File: src/rtl/cfg_frame_pkg.sv
// Shared types and helpers for the per-column frame-strobe controller.
package cfg_frame_pkg;

    // Write-sequence phases: wait for command, data setup, strobe pulse, data hold.
    typedef enum logic [1:0] {
        IDLE   = 2'd0,
        SETUP  = 2'd1,
        STROBE = 2'd2,
        HOLD   = 2'd3
    } state_t;

    localparam int FRAME_IDX_W        = 5;
    localparam int MAX_FRAMES_PER_COL = 20;
    localparam int FRAME_BITS_PER_ROW = 32;
    localparam int COL_SEL_W          = 5;

    // One frame-write command as seen on the handshake.
    typedef struct packed {
        logic [COL_SEL_W-1:0]          col;
        logic [FRAME_IDX_W-1:0]        frame;
        logic [FRAME_BITS_PER_ROW-1:0] data;
    } cmd_t;

    // One-hot strobe pattern for a frame index; out-of-range indices give all zeros.
    function automatic logic [MAX_FRAMES_PER_COL-1:0] onehot_frame(input logic [FRAME_IDX_W-1:0] idx);
        logic [MAX_FRAMES_PER_COL-1:0] vec;
        vec = '0;
        for (int i = 0; i < MAX_FRAMES_PER_COL; i++) begin
            if (idx == FRAME_IDX_W'(i)) vec[i] = 1'b1;
        end
        return vec;
    endfunction

endpackage

File: src/rtl/cfg_cycle_counter.sv
// 3-bit loadable down-counter with zero flag; times both the setup and strobe phases.
module cfg_cycle_counter (
    input  logic       clk_i,
    input  logic       rst_i,
    input  logic       load_i,
    input  logic [2:0] load_val_i,
    input  logic       dec_i,
    output logic       zero_o
);

    logic [2:0] count_q;
    logic [2:0] count_d;

    // Load has priority over decrement; decrement stops at zero.
    always_comb begin
        count_d = count_q;
        if (load_i) begin
            count_d = load_val_i;
        end else if (dec_i && (count_q != 3'd0)) begin
            count_d = count_q - 3'd1;
        end
    end

    // Counter register.
    always_ff @(posedge clk_i or posedge rst_i) begin
        if (rst_i) count_q <= 3'd0;
        else       count_q <= count_d;
    end

    assign zero_o = (count_q == 3'd0);

endmodule

File: src/rtl/col_frame_strobe_ctrl.sv
// Column configuration write controller: accepts one frame-write command at a time,
// presents the frame data, then pulses a single FrameStrobe bit with setup/hold margins.
module col_frame_strobe_ctrl
    import cfg_frame_pkg::*;
#(
    parameter int MaxFramesPerCol = MAX_FRAMES_PER_COL,
    parameter int FrameBitsPerRow = FRAME_BITS_PER_ROW,
    parameter int ColSelWidth     = COL_SEL_W,
    parameter int ColIndex        = 0,
    parameter int SetupCycles     = 1,
    parameter int StrobeCycles    = 1
) (
    input  logic                       UserCLK,
    input  logic                       Reset,
    input  logic                       Cmd_valid,
    output logic                       Cmd_ready,
    input  logic [ColSelWidth-1:0]     Cmd_col,
    input  logic [4:0]                 Cmd_frame,
    input  logic [FrameBitsPerRow-1:0] Cmd_data,
    output logic [FrameBitsPerRow-1:0] FrameData_o,
    output logic [MaxFramesPerCol-1:0] FrameStrobe_o,
    output logic                       Busy,
    output logic                       Err_o
);

    // Frame limit is compared in the 5-bit index domain (zero-extended/truncated).
    localparam logic [FRAME_IDX_W-1:0] FRAME_LIMIT  = FRAME_IDX_W'(MaxFramesPerCol);
    localparam logic [ColSelWidth-1:0] COL_ID       = ColSelWidth'(ColIndex);
    localparam logic [2:0]             SETUP_LOAD   = 3'(SetupCycles - 1);
    localparam logic [2:0]             STROBE_LOAD  = 3'(StrobeCycles - 1);

    cmd_t                       cmd_in;
    state_t                     state_q, state_d;
    logic                       rdy_en_q;
    logic [FRAME_IDX_W-1:0]     frame_q, frame_d;
    logic [FrameBitsPerRow-1:0] data_q, data_d;
    logic [MaxFramesPerCol-1:0] strobe_q, strobe_d;
    logic                       busy_q, busy_d;
    logic                       err_q, err_d;
    logic                       accept, col_hit, frame_ok;
    logic                       cnt_load, cnt_dec, cnt_zero;
    logic [2:0]                 cnt_load_val;

    assign cmd_in   = '{col: Cmd_col, frame: Cmd_frame, data: Cmd_data};
    assign accept   = Cmd_valid && Cmd_ready;
    assign col_hit  = (cmd_in.col == COL_ID);
    assign frame_ok = (cmd_in.frame < FRAME_LIMIT);

    // Ready is a pure state decode, held low until the first clock after reset release.
    assign Cmd_ready = rdy_en_q && (state_q == IDLE);

    cfg_cycle_counter u_counter (
        .clk_i      (UserCLK),
        .rst_i      (Reset),
        .load_i     (cnt_load),
        .load_val_i (cnt_load_val),
        .dec_i      (cnt_dec),
        .zero_o     (cnt_zero)
    );

    // State register plus the post-reset ready enable.
    always_ff @(posedge UserCLK or posedge Reset) begin
        if (Reset) begin
            state_q  <= IDLE;
            rdy_en_q <= 1'b0;
        end else begin
            state_q  <= state_d;
            rdy_en_q <= 1'b1;
        end
    end

    // Next-state: only a matching, in-range command starts a sequence.
    always_comb begin
        state_d = state_q;
        case (state_q)
            IDLE:    if (accept && col_hit && frame_ok) state_d = SETUP;
            SETUP:   if (cnt_zero) state_d = STROBE;
            STROBE:  if (cnt_zero) state_d = HOLD;
            HOLD:    state_d = IDLE;
            default: state_d = IDLE;
        endcase
    end

    // Output/counter control: computes next values for the registered outputs.
    always_comb begin
        data_d       = data_q;
        frame_d      = frame_q;
        strobe_d     = strobe_q;
        err_d        = 1'b0;
        cnt_load     = 1'b0;
        cnt_load_val = SETUP_LOAD;
        cnt_dec      = 1'b0;
        case (state_q)
            IDLE: begin
                if (accept && col_hit) begin
                    if (frame_ok) begin
                        data_d   = cmd_in.data;
                        frame_d  = cmd_in.frame;
                        cnt_load = 1'b1;
                    end else begin
                        err_d = 1'b1;
                    end
                end
            end
            SETUP: begin
                if (cnt_zero) begin
                    strobe_d     = onehot_frame(frame_q);
                    cnt_load     = 1'b1;
                    cnt_load_val = STROBE_LOAD;
                end else begin
                    cnt_dec = 1'b1;
                end
            end
            STROBE: begin
                if (cnt_zero) strobe_d = '0;
                else          cnt_dec  = 1'b1;
            end
            default: ;
        endcase
        busy_d = (state_d != IDLE);
    end

    // Output registers; reset clears strobe and data immediately.
    always_ff @(posedge UserCLK or posedge Reset) begin
        if (Reset) begin
            data_q   <= '0;
            frame_q  <= '0;
            strobe_q <= '0;
            busy_q   <= 1'b0;
            err_q    <= 1'b0;
        end else begin
            data_q   <= data_d;
            frame_q  <= frame_d;
            strobe_q <= strobe_d;
            busy_q   <= busy_d;
            err_q    <= err_d;
        end
    end

    assign FrameData_o   = data_q;
    assign FrameStrobe_o = strobe_q;
    assign Busy          = busy_q;
    assign Err_o         = err_q;

endmodule

File: config.mk
export PLATFORM = sky130hd
export DESIGN_NAME = col_frame_strobe_ctrl
export DESIGN_NICKNAME = d
export VERILOG_FILES = /design/src/rtl/cfg_frame_pkg.sv /design/src/rtl/cfg_cycle_counter.sv /design/src/rtl/col_frame_strobe_ctrl.sv
export SDC_FILE = /design/constraint.sdc
export NUM_CORES = 1
export LEC_CHECK = 0
export BUFFER_PORTS_ARGS = -buffer_cell sky130_fd_sc_hd__buf_2
export CORE_AREA = 4 4 81 83
export CTS_CLUSTER_DIAMETER = 40
export DETAILED_ROUTE_END_ITERATION = 7
export DIE_AREA = 0 0 85 87
export PLACE_DENSITY_LB_ADDON = 0.12
export SETUP_SLACK_MARGIN = 0.5
export SYNTH_ARGS = -nofsm -noshare
export SYNTH_HDL_FRONTEND = slang
export SYNTH_SLANG_ARGS = --single-unit
File: constraint.sdc
create_clock -name UserCLK -period 3.1 [get_ports UserCLK]
set_clock_uncertainty 0.2 [all_clocks]
set_input_delay 0.62 -clock UserCLK [delete_from_list [all_inputs] [get_ports UserCLK]]
set_output_delay 0.62 -clock UserCLK [all_outputs]
set_load 0.005 [all_outputs]
## After elaboration in Yosys (flattened, before gate mapping)

Cells that the tools add are included.

| cells by class | value |
|---|---|
| shift-type cells | 0 |
| equality and inequality tests | 24 |
| reductions and logical operators | 16 |
| $mul | 0 |
| order comparisons | 1 |
| muxes and demuxes | 38 |
| add/subtract/negate cells | 1 |
| div/mod/pow operators | 0 |
| bitwise operators | 0 |

Operators with widths:

| operator | count |
|---|---|
| $eq 5x4->1 const B | 8 |
| $mux 20 | 2 |
| $pmux 20 s2 | 1 |
| $mux 1 | 28 |
| $eq 5x3->1 const B | 4 |
| $eq 5x5->1 const B | 4 |
| $eq 5x2->1 const B | 2 |
| $logic_not 5->1 | 2 |
| $pmux 2 s4 | 1 |
| $mux 2 | 3 |
| $mux 3 | 2 |
| $reduce_and 3->1 | 2 |
| $reduce_bool 2->1 | 3 |
| $eq 5x1->1 const B | 1 |
| $logic_and 1x1->1 | 5 |
| $lt 5x5->1 const B | 1 |
| $eq 2x2->1 const B | 2 |
| $ne 2x2->1 const B | 2 |
| $logic_not 3->1 | 1 |
| $reduce_bool 3->1 | 1 |
| $sub 3x1->3 const B | 1 |
| $eq 2x1->1 const B | 1 |
| $logic_not 2->1 | 1 |
| $pmux 1 s2 | 1 |
| $reduce_or 2->1 | 1 |

| storage, ports and cells | value |
|---|---|
| bits in writable memories | 0 |
| memories kept | 0 |
| memory bits (read-only) | 0 |
| bits in registers | 65 |
| latch bits | 0 |
| input port bits | 45 |
| output and inout port bits | 55 |
| word-level logic and storage cells | 88 |

## Longest topological paths before layout

| logic depth | value |
|---|---|
| depth in word-level cells | 8 |
| mapped depth | 8 |
| mapped depth without buffers | 6 |

## Cells and area by module

Synthesis repeated with hierarchy kept, for this count alone.

| unflattened totals | value |
|---|---|
| cells, all modules | 208 |
| area, all modules | 2855.2 um2 |

Modules (own cells, without submodules):

| module | area each (um2) | cells an instance | times used | seq. area each (um2) |
|---|---|---|---|---|
| col_frame_strobe_ctrl | 2661.3 | 188 | 1 | 1551.5 |
| cfg_cycle_counter | 193.9 | 20 | 1 | 75.1 |

## Worst setup path before layout

No wires, ideal clock.

| timing path | value |
|---|---|
| path kind | register -> register |
| start | reg state_q[1] |
| end | reg data_q[10], in the netlist FrameData_o[10] |
| data arrival time | 1632 ps |
| stages on the path, launching flop included | 7 |
| slack | 1143 ps |
| path through | dfrtp_1 -> inv_1 -> ha_1 -> and4b_2 -> nand3_4 -> buf_6 -> mux2_4 |

| on the way | value |
|---|---|
| cells in the longest elaborated chain, start to end | 5 |

RTL lines:

| element | line | source |
|---|---|---|
| from (decl) | col_frame_strobe_ctrl.sv:33 | `state_t state_q, state_d;` |
| from (signal assigned) | col_frame_strobe_ctrl.sv:67 | `state_q <= state_d;` |
| $logic_not 2->1 * | col_frame_strobe_ctrl.sv:50, col_frame_strobe_ctrl.sv:93 |  |
| $logic_and 1x1->1 | col_frame_strobe_ctrl.sv:50 | `assign Cmd_ready = rdy_en_q && (state_q == IDLE);` |
| $logic_and 1x1->1 | col_frame_strobe_ctrl.sv:45 | `assign accept = Cmd_valid && Cmd_ready;` |
| $logic_and 1x1->1 | col_frame_strobe_ctrl.sv:95 | `if (accept && col_hit) begin` |
| $reduce_and 3->1 (no source line) * | n/a |  |
| to (signal assigned) | col_frame_strobe_ctrl.sv:132 | `data_q <= data_d;` |
| to (decl) | col_frame_strobe_ctrl.sv:36 | `logic [FrameBitsPerRow-1:0] data_q, data_d;` |

Every way passes the cells marked *; elsewhere a longest branch is shown, timed or not.
A chain may end at the register's enable or synchronous reset.

## Worst setup path after layout

Same ends and word-level chain as after synthesis.

==> flow_metrics.py <==
metrics = {
    "placed_design": {
        "dp_worst_setup_slack_ns": 0.643,
        "hpwl_um": 4260,
        "routabilityCongestion": 0.729,
        "place_inst": 374,
        "portBuffers": 99,
    },
    "timing": {
        "hold_violations": 0,
        "finalSetupTns_ns": 0,
        "rsz0062_at_grt": "false",
        "slew-limit-headroom_pct": 66.2,
        "tightest_slew_ns": 0.501,
        "timing.fmax_mhz": 420,
        "report.final.slew_viol_count": 0,
        "setup_ws_ns": 0.722,
        "fin_crit_ns": 2.38,
        "period_share_pct": 76.7,
        "final-setup-viol-count": 0,
    },
    "cts": {
        "postCtsSetupRepairBufs": 0,
        "numCtsBuffers": 9,
        "hold_buffers": 0,
        "clock_latency_ns": 0.32,
        "cts_tree": "built",
        "cts_resized": 0,
        "htree_levels": 3,
        "clk_pin_slew_worst_paths_ns": 0.07,
        "clockBufferDepth": 2,
        "cts-root-buf": "clkbuf_8",
        "cts.sinks": 65,
    },
    "layout": {
        "final_nets": 360,
        "layout.cells.non_filler": 390,
        "final_util_pct": 61.4,
        "layout-drive-gt1-share_pct": 50.5,
        "n_antenna_cell": 0,
        "area_growth_pct": 27.2,
        "nFillCells": 473,
    },
    "global_routing": {
        "antenna_found_initial": 0,
        "track_usage_pct": 16.5,
        "grt_max_degree": 30,
        "grt_pass1_vias": 2025,
        "grt_pass1_wl_um": 9650,
        "grt_overflow": 0,
    },
    "route": {
        "avgRoutedWirePerCell_um": 14.8,
        "first_pass_iters": 4,
        "drc": 0,
        "avgViaCountPerCell": 4.97,
        "ant_nets": 0,
        "vias": 1937,
        "routed_wl_um": 5770,
        "drtIter0Drc": 95,
    },
    "worst_setup_path": {
        "critPathRequiredTime_ns": 3.10,
        "timing.critical_path.cells": "inv_1 > ha_1 > and4b_2 > nand3_4 > buf_12 > mux2_4",
        "crit_type": "reg2reg",
        "worstPathArrival_ns": 2.38,
        "critPathSlowestCell": "dfrtp_1",
        "cp-end-kind": "flop",
        "max_stage_delay_ns": 0.40,
        "rrSetupSlack_ns": 0.72,
        "startpoint_type": "flop",
        "critPathMaxFanout": 29,
    },
    "yosys": {
        "ys.flop_type": "dfrtp_1",
        "synth_top_family_by_area": "multiplexers",
        "yosysUniqueCellTypes": 33,
        "synthArstFlopShare_pct": 100,
        "syn_avg_cell_area_um2": 13.7,
        "seq_area_frac_synth_pct": 57.6,
        "yosysTopAreaCell": "dfrtp_1",
        "synth.most_common_cell": "dfrtp_1",
        "synth_cells": 206,
        "synth_xor_area_share_pct": 0.310,
        "ys_warn_count": 0,
        "synth_fa_ha_area_share_pct": 2.21,
        "ys_seq_elements": 65,
        "synth_top_area_share_pct": 57.6,
        "synth_compound_area_share_pct": 8.15,
        "synth_top_cells_by_count": "dfrtp_1 (65), mux2_4 (36), nand2_1 (24)",
        "synth.area.top_cells": "dfrtp_1 (58%), mux2_4 (19%), nand2_1 (3.2%)",
        "synthSimpleGateAreaFrac_pct": 8.64,
        "syn_nets": 256,
        "synth_edf_count": 0,
        "syn_area_um2": 2830,
        "muxShareOfSynthArea_pct": 19.5,
    },
    "power_and_ir_drop": {
        "vdd_ir_drop_max_uv": 412,
        "p_leak_nw": 2.02,
        "power_density_nw_per_um2": 634,
        "fin_total_pwr_w": 0.00228,
    },
    "floorplan": {
        "die_h_um": 87,
        "die_area_um2": 7400,
        "initial_core_util_pct": 48.3,
        "core-area_um2": 5850,
        "num_rows": 28,
        "die_w_um": 85,
        "num_io_pins": 100,
    },
    "hold_path": {
        "hp-class": "in2async",
    },
    "job": {
        "max_cap_violations": 0,
    },
    "outcome": {
        "status": "finished, final reports clean",
    },
}
-- cell type report --
type                            count  area [µm²]  area share (%)
Clock inverter                      2        35.0           0.975
Inverter                            7        26.3           0.731
Sequential cell                    65        1630            45.3
Clock buffer                       14         173            4.81
Multi-Input combinational cell    124        1100            30.6
Timing Repair Buffer              103         538            15.0
Tap cell                           75        93.8            2.61
-- stage by stage --
step / cell area, µm² / hold WS [ns]
floorplan: 2830 / 0.267
global placement: 3390 / 0.255
detailed placement: 3390 / 0.263
CTS: 3590 / 0.0969
global route: 3590 / 0.112
finish: 3590 / 0.0901
-- metal layers --
metal	track usage (%)	vias up	share of wire, %
met5	0	-	0
met4	6.04	0	1.2
met3	3.97	9	6.3
met2	25.4	67	47
met1	22.8	929	46
li1	-	932	-
-- critical path, delay by kind of cell, from the launching register on --
kind	cells	cell delay, ns
AND/OR/NAND/NOR	2	0.56
buffers and inverters	2	0.43
flip-flops	1	0.40
adder cells (fa/ha/maj)	1	0.32
multiplexers	1	0.32
-- cell families after synthesis --
group / Yosys count
multiplexers: 37
other: 1
AND/OR/NAND/NOR: 47
adder cells (fa/ha/maj): 5
flip-flops: 65
AO/OA/AOI/OAI: 33
buffers and inverters: 17
XOR/XNOR: 1
-- registers in the layout, indices dropped and copies added, names as in the netlist --
signal / cells
FrameData_o: 32
FrameStrobe_o: 20
frame_q: 5
u_counter.count_q: 3
state_q: 2
Busy: 1
Err_o: 1
rdy_en_q: 1
-- worst paths after layout --
kind,startpoint,endpoint,depth (start not counted)
worst max-delay path,state_q[1],FrameData_o[10],6
worst min-delay path,Reset,FrameStrobe_o[14],2
worst max register to register,state_q[1],FrameData_o[10],6
worst min register to register,FrameStrobe_o[14],FrameStrobe_o[14],2
max in group asynchronous,Reset,u_counter.count_q[0],3
min in group UserCLK,FrameStrobe_o[14],FrameStrobe_o[14],2
-- power by group --
| group | switching, W | leakage (nW) | internal (W) |
|---|---|---|---|
| clock | 0.000298 | 0.107 | 0.000437 |
| combinational | 0.000245 | 1.04 | 0.000257 |
| sequential | 0.0000745 | 0.882 | 0.000967 |
-- cell usage in the layout (no fill, tap or decap), drive strengths merged, types with 3 or more instances in the layout --
cell type / count
a32o: 4
nor2: 10
a21oi: 4
buf: 103
o21ai: 10
a22o: 4
nor3: 3
o31ai: 5
ha: 5
inv: 7
nand3: 3
clkbuf: 14
dfrtp: 65
nand2: 24
mux2: 37
Note: power is estimated with default switching activity, not from simulation.
